## config.mk

```make
export PLATFORM = sky130hd
export DESIGN_NAME = fec_frame_ctrl_flat
export DESIGN_NICKNAME = d
export VERILOG_FILES = /design/src/rtl/fec_pkg.sv /design/src/rtl/fec_frame_ctrl_if.sv /design/src/rtl/fec.sv /design/src/rtl/fec_frame_ctrl.sv /design/src/flat_wrapper.sv
export SDC_FILE = /design/constraint.sdc
export NUM_CORES = 1
export LEC_CHECK = 0
export CORE_UTILIZATION = 50
export DETAILED_ROUTE_END_ITERATION = 16
export PLACE_DENSITY_LB_ADDON = 0.3
export SYNTH_ARGS = -nofsm -noshare
export SYNTH_HDL_FRONTEND = slang
export SYNTH_SLANG_ARGS = --single-unit
```

## constraint.sdc

```tcl
create_clock -name clk -period 9.6 [get_ports clk]
set_input_delay 1.92 -clock clk [delete_from_list [all_inputs] [get_ports clk]]
set_output_delay 1.92 -clock clk [all_outputs]
set_load 0.01 [all_outputs]
```

## src/rtl/fec_pkg.sv

```systemverilog
`default_nettype none
// ============================================================================
// Module   : fec_pkg
// Purpose  : Shared types and defaults for the 2-D parity FEC frame path.
// Revision : 1.0 - initial release
// ============================================================================
package fec_pkg;

  localparam int FEC_WIDTH = 4;
  localparam int FEC_DEPTH = 4;
  localparam int CNT_W     = 16;

  typedef enum logic [1:0] {
    LOAD  = 2'd0,
    CHECK = 2'd1,
    DRAIN = 2'd2
  } fec_state_e;

  // Saturating increment for the statistics counters.
  function automatic logic [CNT_W-1:0] sat_inc(input logic [CNT_W-1:0] v, input logic en);
    return (en && (v != '1)) ? v + CNT_W'(1) : v;
  endfunction

endpackage
`default_nettype wire

```

## src/rtl/fec_frame_ctrl_if.sv

```systemverilog
`default_nettype none
// ============================================================================
// Module   : fec_frame_ctrl_if
// Purpose  : Row-stream, status and counter bundle of the FEC frame controller.
// Revision : 1.0 - initial release
// ============================================================================
interface fec_frame_ctrl_if import fec_pkg::*; #(
  parameter int WIDTH = FEC_WIDTH,
  parameter int DEPTH = FEC_DEPTH
);

  logic             in_valid;
  logic             in_ready;
  logic [WIDTH-1:0] in_data;
  logic             in_last;
  logic [DEPTH-1:0] in_row_parity;
  logic [WIDTH-1:0] in_col_parity;
  logic             cfg_drop_uncorr;

  logic             out_valid;
  logic             out_ready;
  logic [WIDTH-1:0] out_data;
  logic             out_last;

  logic             st_valid;
  logic             st_err_det;
  logic             st_err_corr;
  logic             st_err_uncorr;
  logic             st_err_frame;

  logic [CNT_W-1:0] cnt_frames;
  logic [CNT_W-1:0] cnt_corr;
  logic [CNT_W-1:0] cnt_uncorr;

  modport master (
    output in_valid, in_data, in_last, in_row_parity, in_col_parity,
           cfg_drop_uncorr, out_ready,
    input  in_ready, out_valid, out_data, out_last,
           st_valid, st_err_det, st_err_corr, st_err_uncorr, st_err_frame,
           cnt_frames, cnt_corr, cnt_uncorr
  );

  modport slave (
    input  in_valid, in_data, in_last, in_row_parity, in_col_parity,
           cfg_drop_uncorr, out_ready,
    output in_ready, out_valid, out_data, out_last,
           st_valid, st_err_det, st_err_corr, st_err_uncorr, st_err_frame,
           cnt_frames, cnt_corr, cnt_uncorr
  );

endinterface
`default_nettype wire

```

## src/rtl/fec.sv

```systemverilog
`default_nettype none
// ============================================================================
// Module   : fec
// Purpose  : Combinational 2-D even-parity checker; repairs a single data bit.
// Revision : 1.0 - initial release
// ============================================================================
module fec import fec_pkg::*; #(
  parameter int WIDTH = FEC_WIDTH,
  parameter int DEPTH = FEC_DEPTH
) (
  input  logic [DEPTH*WIDTH-1:0] data_i,
  input  logic [DEPTH-1:0]       row_parity_i,
  input  logic [WIDTH-1:0]       col_parity_i,
  output logic [DEPTH*WIDTH-1:0] data_o,
  output logic                   error_detected_o,
  output logic                   error_corrected_o
);

  logic [DEPTH-1:0]       row_syn;
  logic [WIDTH-1:0]       col_syn;
  logic [DEPTH*WIDTH-1:0] flip_mask;
  logic                   single_bit;

  for (genvar i = 0; i < DEPTH; i++) begin : g_row
    assign row_syn[i] = (^data_i[i*WIDTH +: WIDTH]) ^ row_parity_i[i];
  end

  always_comb begin
    col_syn = col_parity_i;
    for (int i = 0; i < DEPTH; i++) begin
      for (int j = 0; j < WIDTH; j++) begin
        col_syn[j] = col_syn[j] ^ data_i[i*WIDTH + j];
      end
    end
  end

  // Outer product of the syndromes pinpoints the bad bit when each is one-hot.
  for (genvar i = 0; i < DEPTH; i++) begin : g_mrow
    for (genvar j = 0; j < WIDTH; j++) begin : g_mcol
      assign flip_mask[i*WIDTH + j] = row_syn[i] & col_syn[j];
    end
  end

  assign single_bit        = $onehot(row_syn) && $onehot(col_syn);
  assign error_detected_o  = (|row_syn) | (|col_syn);
  assign error_corrected_o = single_bit;
  assign data_o            = single_bit ? (data_i ^ flip_mask) : data_i;

endmodule
`default_nettype wire

```

## src/rtl/fec_frame_ctrl.sv

```systemverilog
`default_nettype none
// ============================================================================
// Module   : fec_frame_ctrl
// Purpose  : Buffers a frame of rows, runs it through the fec core, drains it.
// Revision : 1.0 - initial release
// ============================================================================
module fec_frame_ctrl import fec_pkg::*; #(
  parameter int WIDTH = FEC_WIDTH,
  parameter int DEPTH = FEC_DEPTH
) (
  input  logic            clk,
  input  logic            rst,
  fec_frame_ctrl_if.slave bus
);

  localparam int            RW       = (DEPTH > 1) ? $clog2(DEPTH) : 1;
  localparam logic [RW-1:0] LAST_ROW = RW'(DEPTH - 1);

  fec_state_e       state_q, state_d;
  logic [RW-1:0]    r_q, r_d;
  logic [WIDTH-1:0] row_q [DEPTH];
  logic [DEPTH-1:0] rpar_q;
  logic [WIDTH-1:0] cpar_q;

  logic st_valid_q,  st_valid_d;
  logic st_det_q,    st_det_d;
  logic st_corr_q,   st_corr_d;
  logic st_uncorr_q, st_uncorr_d;
  logic st_frame_q,  st_frame_d;

  logic [CNT_W-1:0] cnt_frames_q, cnt_frames_d;
  logic [CNT_W-1:0] cnt_corr_q,   cnt_corr_d;
  logic [CNT_W-1:0] cnt_uncorr_q, cnt_uncorr_d;

  logic row_we, par_we, chk_en, frame_err;
  logic in_ready, out_valid;

  logic [DEPTH*WIDTH-1:0] mat_raw, mat_fix;
  logic                   fec_det, fec_corr, fec_uncorr;

  for (genvar i = 0; i < DEPTH; i++) begin : g_flat
    assign mat_raw[i*WIDTH +: WIDTH] = row_q[i];
  end

  fec #(
    .WIDTH (WIDTH),
    .DEPTH (DEPTH)
  ) u_fec (
    .data_i            (mat_raw),
    .row_parity_i      (rpar_q),
    .col_parity_i      (cpar_q),
    .data_o            (mat_fix),
    .error_detected_o  (fec_det),
    .error_corrected_o (fec_corr)
  );

  assign fec_uncorr = fec_det & ~fec_corr;

  always_ff @(posedge clk or posedge rst) begin
    if (rst) begin
      state_q <= LOAD;
      r_q     <= '0;
    end else begin
      state_q <= state_d;
      r_q     <= r_d;
    end
  end

  always_comb begin
    state_d   = state_q;
    r_d       = r_q;
    in_ready  = 1'b0;
    out_valid = 1'b0;
    row_we    = 1'b0;
    par_we    = 1'b0;
    chk_en    = 1'b0;
    frame_err = 1'b0;
    case (state_q)
      LOAD: begin
        in_ready = 1'b1;
        if (bus.in_valid) begin
          row_we = 1'b1;
          if (r_q == LAST_ROW) begin
            r_d = '0;
            if (bus.in_last) begin
              par_we  = 1'b1;
              state_d = CHECK;
            end else begin
              frame_err = 1'b1;
            end
          end else if (bus.in_last) begin
            r_d       = '0;
            frame_err = 1'b1;
          end else begin
            r_d = r_q + RW'(1);
          end
        end
      end
      CHECK: begin
        chk_en  = 1'b1;
        state_d = (fec_uncorr && bus.cfg_drop_uncorr) ? LOAD : DRAIN;
      end
      DRAIN: begin
        out_valid = 1'b1;
        if (bus.out_ready) begin
          if (r_q == LAST_ROW) begin
            r_d     = '0;
            state_d = LOAD;
          end else begin
            r_d = r_q + RW'(1);
          end
        end
      end
      default: begin
        state_d = LOAD;
        r_d     = '0;
      end
    endcase
  end

  // The frame buffer is overwritten in place with the core's output during CHECK.
  always_ff @(posedge clk or posedge rst) begin
    if (rst) begin
      for (int i = 0; i < DEPTH; i++) begin
        row_q[i] <= '0;
      end
      rpar_q <= '0;
      cpar_q <= '0;
    end else begin
      if (row_we) begin
        row_q[r_q] <= bus.in_data;
      end else if (chk_en) begin
        for (int i = 0; i < DEPTH; i++) begin
          row_q[i] <= mat_fix[i*WIDTH +: WIDTH];
        end
      end
      if (par_we) begin
        rpar_q <= bus.in_row_parity;
        cpar_q <= bus.in_col_parity;
      end
    end
  end

  always_comb begin
    st_valid_d   = chk_en | frame_err;
    st_det_d     = chk_en & fec_det;
    st_corr_d    = chk_en & fec_corr;
    st_uncorr_d  = chk_en & fec_uncorr;
    st_frame_d   = frame_err;
    cnt_frames_d = sat_inc(cnt_frames_q, chk_en);
    cnt_corr_d   = sat_inc(cnt_corr_q, chk_en & fec_corr);
    cnt_uncorr_d = sat_inc(cnt_uncorr_q, chk_en & fec_uncorr);
  end

  always_ff @(posedge clk or posedge rst) begin
    if (rst) begin
      st_valid_q   <= 1'b0;
      st_det_q     <= 1'b0;
      st_corr_q    <= 1'b0;
      st_uncorr_q  <= 1'b0;
      st_frame_q   <= 1'b0;
      cnt_frames_q <= '0;
      cnt_corr_q   <= '0;
      cnt_uncorr_q <= '0;
    end else begin
      st_valid_q   <= st_valid_d;
      st_det_q     <= st_det_d;
      st_corr_q    <= st_corr_d;
      st_uncorr_q  <= st_uncorr_d;
      st_frame_q   <= st_frame_d;
      cnt_frames_q <= cnt_frames_d;
      cnt_corr_q   <= cnt_corr_d;
      cnt_uncorr_q <= cnt_uncorr_d;
    end
  end

  assign bus.in_ready      = in_ready;
  assign bus.out_valid     = out_valid;
  assign bus.out_data      = (state_q == DRAIN) ? row_q[r_q] : '0;
  assign bus.out_last      = (state_q == DRAIN) && (r_q == LAST_ROW);
  assign bus.st_valid      = st_valid_q;
  assign bus.st_err_det    = st_det_q;
  assign bus.st_err_corr   = st_corr_q;
  assign bus.st_err_uncorr = st_uncorr_q;
  assign bus.st_err_frame  = st_frame_q;
  assign bus.cnt_frames    = cnt_frames_q;
  assign bus.cnt_corr      = cnt_corr_q;
  assign bus.cnt_uncorr    = cnt_uncorr_q;

endmodule
`default_nettype wire

```

## src/flat_wrapper.sv

```systemverilog
// flat-port wrapper written by rule: the top's interface ports become plain ports
module fec_frame_ctrl_flat import fec_pkg::*;
#(
  parameter int WIDTH = FEC_WIDTH,
  parameter int DEPTH = FEC_DEPTH
)
  (clk, rst, bus_in_valid, bus_in_data, bus_in_last, bus_in_row_parity, bus_in_col_parity, bus_cfg_drop_uncorr, bus_out_ready, bus_in_ready, bus_out_valid, bus_out_data, bus_out_last, bus_st_valid, bus_st_err_det, bus_st_err_corr, bus_st_err_uncorr, bus_st_err_frame, bus_cnt_frames, bus_cnt_corr, bus_cnt_uncorr);
  fec_frame_ctrl_if #(.WIDTH(WIDTH), .DEPTH(DEPTH)) bus_i ();
  input  logic clk;
  input  logic rst;
  input wire logic [$bits(bus_i.in_valid)-1:0] bus_in_valid;
  input wire logic [$bits(bus_i.in_data)-1:0] bus_in_data;
  input wire logic [$bits(bus_i.in_last)-1:0] bus_in_last;
  input wire logic [$bits(bus_i.in_row_parity)-1:0] bus_in_row_parity;
  input wire logic [$bits(bus_i.in_col_parity)-1:0] bus_in_col_parity;
  input wire logic [$bits(bus_i.cfg_drop_uncorr)-1:0] bus_cfg_drop_uncorr;
  input wire logic [$bits(bus_i.out_ready)-1:0] bus_out_ready;
  output wire logic [$bits(bus_i.in_ready)-1:0] bus_in_ready;
  output wire logic [$bits(bus_i.out_valid)-1:0] bus_out_valid;
  output wire logic [$bits(bus_i.out_data)-1:0] bus_out_data;
  output wire logic [$bits(bus_i.out_last)-1:0] bus_out_last;
  output wire logic [$bits(bus_i.st_valid)-1:0] bus_st_valid;
  output wire logic [$bits(bus_i.st_err_det)-1:0] bus_st_err_det;
  output wire logic [$bits(bus_i.st_err_corr)-1:0] bus_st_err_corr;
  output wire logic [$bits(bus_i.st_err_uncorr)-1:0] bus_st_err_uncorr;
  output wire logic [$bits(bus_i.st_err_frame)-1:0] bus_st_err_frame;
  output wire logic [$bits(bus_i.cnt_frames)-1:0] bus_cnt_frames;
  output wire logic [$bits(bus_i.cnt_corr)-1:0] bus_cnt_corr;
  output wire logic [$bits(bus_i.cnt_uncorr)-1:0] bus_cnt_uncorr;
  assign bus_i.in_valid = bus_in_valid;
  assign bus_i.in_data = bus_in_data;
  assign bus_i.in_last = bus_in_last;
  assign bus_i.in_row_parity = bus_in_row_parity;
  assign bus_i.in_col_parity = bus_in_col_parity;
  assign bus_i.cfg_drop_uncorr = bus_cfg_drop_uncorr;
  assign bus_i.out_ready = bus_out_ready;
  assign bus_in_ready = bus_i.in_ready;
  assign bus_out_valid = bus_i.out_valid;
  assign bus_out_data = bus_i.out_data;
  assign bus_out_last = bus_i.out_last;
  assign bus_st_valid = bus_i.st_valid;
  assign bus_st_err_det = bus_i.st_err_det;
  assign bus_st_err_corr = bus_i.st_err_corr;
  assign bus_st_err_uncorr = bus_i.st_err_uncorr;
  assign bus_st_err_frame = bus_i.st_err_frame;
  assign bus_cnt_frames = bus_i.cnt_frames;
  assign bus_cnt_corr = bus_i.cnt_corr;
  assign bus_cnt_uncorr = bus_i.cnt_uncorr;
  fec_frame_ctrl #(.WIDTH(WIDTH), .DEPTH(DEPTH)) u_core (.clk(clk), .rst(rst), .bus(bus_i));
endmodule
```

* Yosys cells after proc, flatten, opt, wreduce, memory -nomap -nowiden *
Index checks and enable logic that the tools add are counted.
W data, S select, Z words.

word-level totals
  memories kept = 0
  memory bits (read-only) = 0
  latch bits = 0
  memory bits (writable) = 0
  output and inout port bits = 60
  register bits = 81

operators by class
  equal/unequal tests = 13
  $mul = 0
  muxes and demuxes = 36
  $add $sub $neg = 10
  shift-type cells = 0
  divide/modulo/power cells = 0
  reduce and logical (&&, ||, !) cells = 19
  order comparisons = 2
  bitwise operators = 46

operators with widths
  cell                     number
  $add A16 B1 Y16 const B  3
  $mux W16                 3
  $ne A16 B16 Y1 const B   3
  $mux W2                  11
  $and A1 B1 Y1            20
  $xor A1 B1 Y1            20
  $bwmux W16               1
  $mux W4                  4
  $reduce_xor A4 Y1        4
  $xor A16 B16 Y16         1
  $mux W1                  13
  $pmux W2 S3              2
  $add A1 B1 Y2            4
  $bmux W4 S2              1
  $demux W4 S2             1
  $reduce_or A4 Y1         2
  $logic_and A1 B1 Y1      7
  $add A2 B2 Y3            2
  $eq A3 B1 Y1 const B     2
  $ne A2 B2 Y1 const B     3
  $reduce_and A5 Y1        1
  $eq A2 B2 Y1 const B     2
  $ne A2 B1 Y1 const B     2
  $reduce_bool A2 Y1       2
  10 further kinds         12

* Longest topological paths before layout *
  depth after elaboration = 13
  depth in mapped cells = 13
  mapped depth without buffers = 13

* By module *
From an unflattened synthesis, not the netlist that was laid out.

unflattened totals
  cell total of the unflattened synthesis = 444
  area total of the unflattened synthesis = 4827.1 µm²

modules (own cells, without submodules)
  module          cells an instance  instances  area each (µm²)
  fec_frame_ctrl  361                1          3963.8
  fec             83                 1          863.3

* Worst setup path before layout *
Ideal clock, no wire load.

  kind = reg-to-reg
  from = reg u_core.row_q (netlist bit u_core.mat_raw[4])
  to = reg u_core.cnt_corr_q[11], in the netlist u_core.bus.cnt_corr[11]
  stages on the path, launching flop included = 13
  setup slack = 6.012 ns
  data required time = 9.475 ns
  clock period less this slack = 3.588 ns
  library setup time = 0.125 ns
  arrival time = 3.463 ns
  cells stage by stage = dfrtp_1 -> xnor2_1 -> xnor2_1 -> xnor2_1 -> fa_1 -> ha_1 -> ha_1 -> nor4_1 -> nand4_1 -> a41oi_1 -> and3_1 -> nand4_1 -> xnor2_1

between the ends
  cells in the longest elaborated chain, start to end = 9
  elaborated cells on any way between the ends = 14

ends and longest elaborated chain
  what                                 line                   RTL
  from (decl)                          fec_frame_ctrl.sv:21   logic [WIDTH-1:0] row_q [DEPTH];
  from (signal, indexed assignment)    fec_frame_ctrl.sv:131  row_q[r_q] <= bus.in_data;
  from (signal, indexed assignment)    fec_frame_ctrl.sv:134  row_q[i] <= mat_fix[i*WIDTH +: WIDTH];
  $xor A1 B1 Y1 (3 in series)          fec.sv:32              col_syn[j] = col_syn[j] ^ data_i[i*WIDTH + j];
  $add A1 B1 Y2 (implied by the code)  fec.sv:44              assign single_bit = $onehot(row_syn) && $onehot(col_syn);
  $add A2 B2 Y3 (implied by the code)  fec.sv:44
  $eq A3 B1 Y1                         fec.sv:44
  $logic_and A1 B1 Y1 *                fec.sv:44
  $and A1 B1 Y1 *                      fec_frame_ctrl.sv:151  cnt_corr_d = sat_inc(cnt_corr_q, chk_en & fec_corr);
  $logic_and A1 B1 Y1 *                fec_pkg.sv:21          return (en && (v != '1)) ? v + CNT_W'(1) : v;
  to (signal assigned)                 fec_frame_ctrl.sv:172  cnt_corr_q <= cnt_corr_d;
  to (decl)                            fec_frame_ctrl.sv:32   logic [CNT_W-1:0] cnt_corr_q, cnt_corr_d;

Every way passes the cells marked *; elsewhere a longest branch is shown, timed or not.
A chain may end at the register's enable or synchronous reset.

* Worst setup path after layout *
  from = reg u_core.row_q (netlist bit u_core.mat_raw[2])
  to = reg u_core.cnt_corr_q[11], in the netlist u_core.bus.cnt_corr[11]

between the ends
  cells in the longest elaborated chain, start to end = 10
  elaborated cells on any way between the ends = 15

ends and longest elaborated chain
  what                                 line
  $xor A1 B1 Y1 (4 in series)          fec.sv:32
  $add A1 B1 Y2 (implied by the code)  fec.sv:44
  $add A2 B2 Y3 (implied by the code)  fec.sv:44
  $eq A3 B1 Y1                         fec.sv:44
  $logic_and A1 B1 Y1 *                fec.sv:44
  $and A1 B1 Y1 *                      fec_frame_ctrl.sv:151
  $logic_and A1 B1 Y1 *                fec_pkg.sv:21

Marks and branches as above.

==> results.toml <==
[synth]
synth.yosys.seq_area_share = 0.453
post_synthesis_cell_area_sq_um = 4480
synth.ff_latch_count = 81
mappedNetlistNets = 456
synth_cells = 422
ys.warnings.count = 0
synth_cell_types = 47
syn_avg_cell_area_sq_um = 10.6

[setup_path]
worst-path-buf-inv = 0
timing.critical_path.cells = "xnor2_1, xnor2_1, xnor2_1, fa_1, ha_1, ha_1, nor4_1, nand4_1, a41oi_1, and3_1, nand4_1, xnor2_1"
critical_path.startpoint_type = "flip-flop"
critical_path_arrival_ns = 4.41
worstReg2RegEnd = "u_core.bus.cnt_corr[11]$_DFFE_PP0P_"
cp-end-kind = "flip-flop"
r2r_start = "u_core.mat_raw[2]$_DFFE_PP0P_"
critPathSlowestCell = "sky130_fd_sc_hd__a41oi_1"
timing.critical_path.mode_cell = "sky130_fd_sc_hd__xnor2_1"
slowest_delay_ns = 0.54
crit_path_max_fanout = 7
worst_ep_required_time_ns = 9.83
critPathKind = "reg -> reg"
worst_r2r_path_cells = 12
timing.reg2reg.setup_slack_ns = 5.42
critPathTopFamily = "XOR/XNOR gates"

[final_layout]
seqCellArea_sq_um = 2030
layout.core_utilization = 0.639
antenna_cells = 0
number_of_filler_cells_placed_in_the_layout = 726
nNetsFinal = 536
final_cell_mix = "sky130_fd_sc_hd__dfrtp_1 (81), sky130_fd_sc_hd__clkdlybuf4s50_1 (77), sky130_fd_sc_hd__xnor2_1 (44), sky130_fd_sc_hd__nor2_1 (31), sky130_fd_sc_hd__nand2_1 (29)"
post-route-cell-area_sq_um = 5540
layout.cells.most_common = "sky130_fd_sc_hd__dfrtp_1"
multi_input_area_sq_um = 2360
area.growth.synth_to_final_pct = 23.8
drive_above_1_share = 0.0870

[sta]
final-setup-viol-count = 0
grt_setup_unrepaired = "false"
worst_clock_skew_ns = 0.0126
worstMarginPinSlew_ns = 1.02
max-slew-margin-rel = 0.319
final.setup.tns_ns = 0
crit_path_time_final_ns = 4.18
maxClockFrequency_mhz = 239
finalHoldViolations = 0
fin_hold_ws_ns = 0.494
final_min_period_over_clock_period = 0.436
report.final.slew_viol_count = 0

[clock_network]
ctsResizeCount = 0
tritoncts.num_buffers = 9
cts_tree = "yes"
clkSlewWorstSetupHoldPaths_ns = 0.09
clk-insertion-delay-late_ns = 0.35
cts-root-buf = "sky130_fd_sc_hd__clkbuf_8"
post_cts_buffers = 0
ctsHoldBuffers = 0
numClockSinks = 81
cts_max_level = 3
max_root_sink_buffers = 2

[floorplan]
ios = 78
die-height_um = 96.6
fp.coreArea_sq_um = 8680
die-width_um = 96.6
initial_utilization = 0.516
floorplan.die_area_sq_um = 9340
rows = 34

[global_route]
track_usage = 0.223
first_global_vias = 3462
overflow = 0
first_pass_grt_wire_length_mm = 16.8
grt_antenna_before_repair = 0
maximum_number_of_pins_on_one_net_before_global_route_repair = 82

[power]
power_density_nw_per_um2 = 358
total_switching_power_uw = 906
static-leakage-power_nw = 2.45
gate_power_share = 0.624
switching_share = 0.457
irDropWorstVdd_mv = 0.240
power.clock.fraction = 0.124
power.internal_mw = 1.08
sequential_share_of_power = 0.252

[worst_hold_path]
timing.hold.worst_endpoint = "u_core.bus.cnt_uncorr[7]$_DFFE_PP0P_"
hold_class = "reg -> reg"
hold_path_startpoint = "u_core.bus.cnt_uncorr[7]$_DFFE_PP0P_"
timing.hold.worst_path_depth = 1

[detailed_routing]
avgRoutedWirePerCell_um = 16.4
drc = 0
avgViaCountPerCell = 5.76
drc_violation_total_after_the_first_tritonroute_iteration = 215
ant_nets = 0
postRouteWirelength_mm = 10.1
vias = 3535
drt_pass1_iterations = 5

[flow_run]
max_cap_violations = 0

[place]
routabilityCongestion = 0.911
postPlaceCellArea_sq_um = 5360
buffer_ports.inserted = 77
dp.final_hpwl_mm = 7.21

[run_status]
outcome = "finished clean"
kinds of logic after synthesis:
group / Yosys count / synth area share
simple gates: 148 / 0.169
flops: 81 / 0.453
xor+xnor: 72 / 0.160
compound gates: 60 / 0.0894
buf+inv: 25 / 0.0212
mux: 20 / 0.0615
fa+ha+maj: 16 / 0.0464
cell usage after synthesis (all sizes together):
cell type  count  area [sq um]
or3            1          6.26
nor4           7          43.8
a211oi         2          15.0
nor2          32           123
xnor3          4          93.8
and2           6          40.0
a31oi         16           100
buf            3          12.5
clkbuf         6          22.5
xor2          22           193
clkinv         1          3.75
inv           15          56.3
a41oi          1          8.76
o21ai          3          15.0
nand2         29           109
a32o           1          10.0
dfrtp         81          2030
mux2i          2          20.0
a21oi         18          90.1
fa             1          20.0
o22a          12           105
a21o           1          7.51
o22ai          1          6.26
or2            2          12.5
or3b           1          8.76
mux4           4          93.8
or4            1          11.3
o21bai         1          7.51
nand2b         3          18.8
nand3         24           120
mux2          14           161
o221ai         4          35.0
nor3           7          35.0
nor2b          5          31.3
nand4         12          75.1
ha            15           188
and3          14          87.6
xnor2         46           429
and4           4          35.0
layer usage:
| metal | wire length [um] | up-vias | global-route usage |
|---|---|---|---|
| met5 | 0 | - | 0 |
| met4 | 194 | 0 | 0.0907 |
| met3 | 531 | 15 | 0.0361 |
| met2 | 4730 | 109 | 0.340 |
| met1 | 4610 | 1752 | 0.319 |
| li1 | - | 1659 | - |
area by class of cell:
type / instances / share of cell area
clock buffers: 10 / 0.0230
clock inverters: 5 / 0.0104
inverters: 16 / 0.0111
multi-input cells: 316 / 0.425
flip-flops and latches: 81 / 0.366
well taps: 108 / 0.0244
repair buffers: 78 / 0.140
state kept, by name, indices dropped and copies added, names as in the netlist, named ones only:
name / flops
u_core.r_q: 2
u_core.bus.cnt_uncorr: 16
u_core.bus.st_err_det: 1
u_core.bus.st_err_frame: 1
u_core.mat_raw: 12
u_core.bus.st_err_corr: 1
u_core.cpar_q: 4
u_core.bus.cnt_corr: 16
u_core.bus.cnt_frames: 16
u_core.bus.st_valid: 1
u_core.rpar_q: 4
u_core.bus.st_err_uncorr: 1
u_core.state_q: 2
through the flow:
step	worst slack (ns)	total power [mW]	cells
6_report	5.42	1.98	614
2_1_floorplan	5.60	1.43	422
4_1_cts	5.43	1.98	614
5_1_grt	5.11	2.15	614
3_5_place_dp	5.48	1.73	599
3_3_place_gp	5.67	1.68	599
worst register-to-register path: stages (launching register included):
cell	delay, ns
sky130_fd_sc_hd__dfrtp_1	0.46
sky130_fd_sc_hd__xnor2_1	0.25
sky130_fd_sc_hd__xnor2_1	0.13
sky130_fd_sc_hd__xnor2_1	0.52
sky130_fd_sc_hd__fa_1	0.53
sky130_fd_sc_hd__ha_1	0.22
sky130_fd_sc_hd__ha_1	0.26
sky130_fd_sc_hd__nor4_1	0.35
sky130_fd_sc_hd__nand4_1	0.18
sky130_fd_sc_hd__a41oi_1	0.54
sky130_fd_sc_hd__and3_1	0.32
sky130_fd_sc_hd__nand4_1	0.16
sky130_fd_sc_hd__xnor2_1	0.16
worst max-delay path by stage:
stage	startpoint	end	slack [ns]	cells past startpoint
floorplan	rst	asynchronous set/reset pin	5.60	1
finish	u_core.mat_raw[2]$_DFFE_PP0P_	u_core.bus.cnt_corr[11]$_DFFE_PP0P_	5.42	12
global placement	u_core.mat_raw[5]$_DFFE_PP0P_	u_core.bus.cnt_corr[11]$_DFFE_PP0P_	5.67	13
detailed placement	u_core.mat_raw[2]$_DFFE_PP0P_	u_core.bus.cnt_corr[11]$_DFFE_PP0P_	5.48	12
global route	u_core.mat_raw[2]$_DFFE_PP0P_	u_core.bus.cnt_corr[11]$_DFFE_PP0P_	5.11	12
CTS	u_core.mat_raw[2]$_DFFE_PP0P_	u_core.bus.cnt_corr[11]$_DFFE_PP0P_	5.43	12
power by group through the flow:
stage	clock network (mW)	registers, mW	logic (mW)
2_1_floorplan	0	0.482	0.945
3_5_place_dp	0	0.505	1.23
6_report	0.246	0.500	1.24
3_3_place_gp	0	0.499	1.18
4_1_cts	0.247	0.499	1.23
5_1_grt	0.260	0.511	1.38
Note: power is estimated with default switching activity, not from simulation.
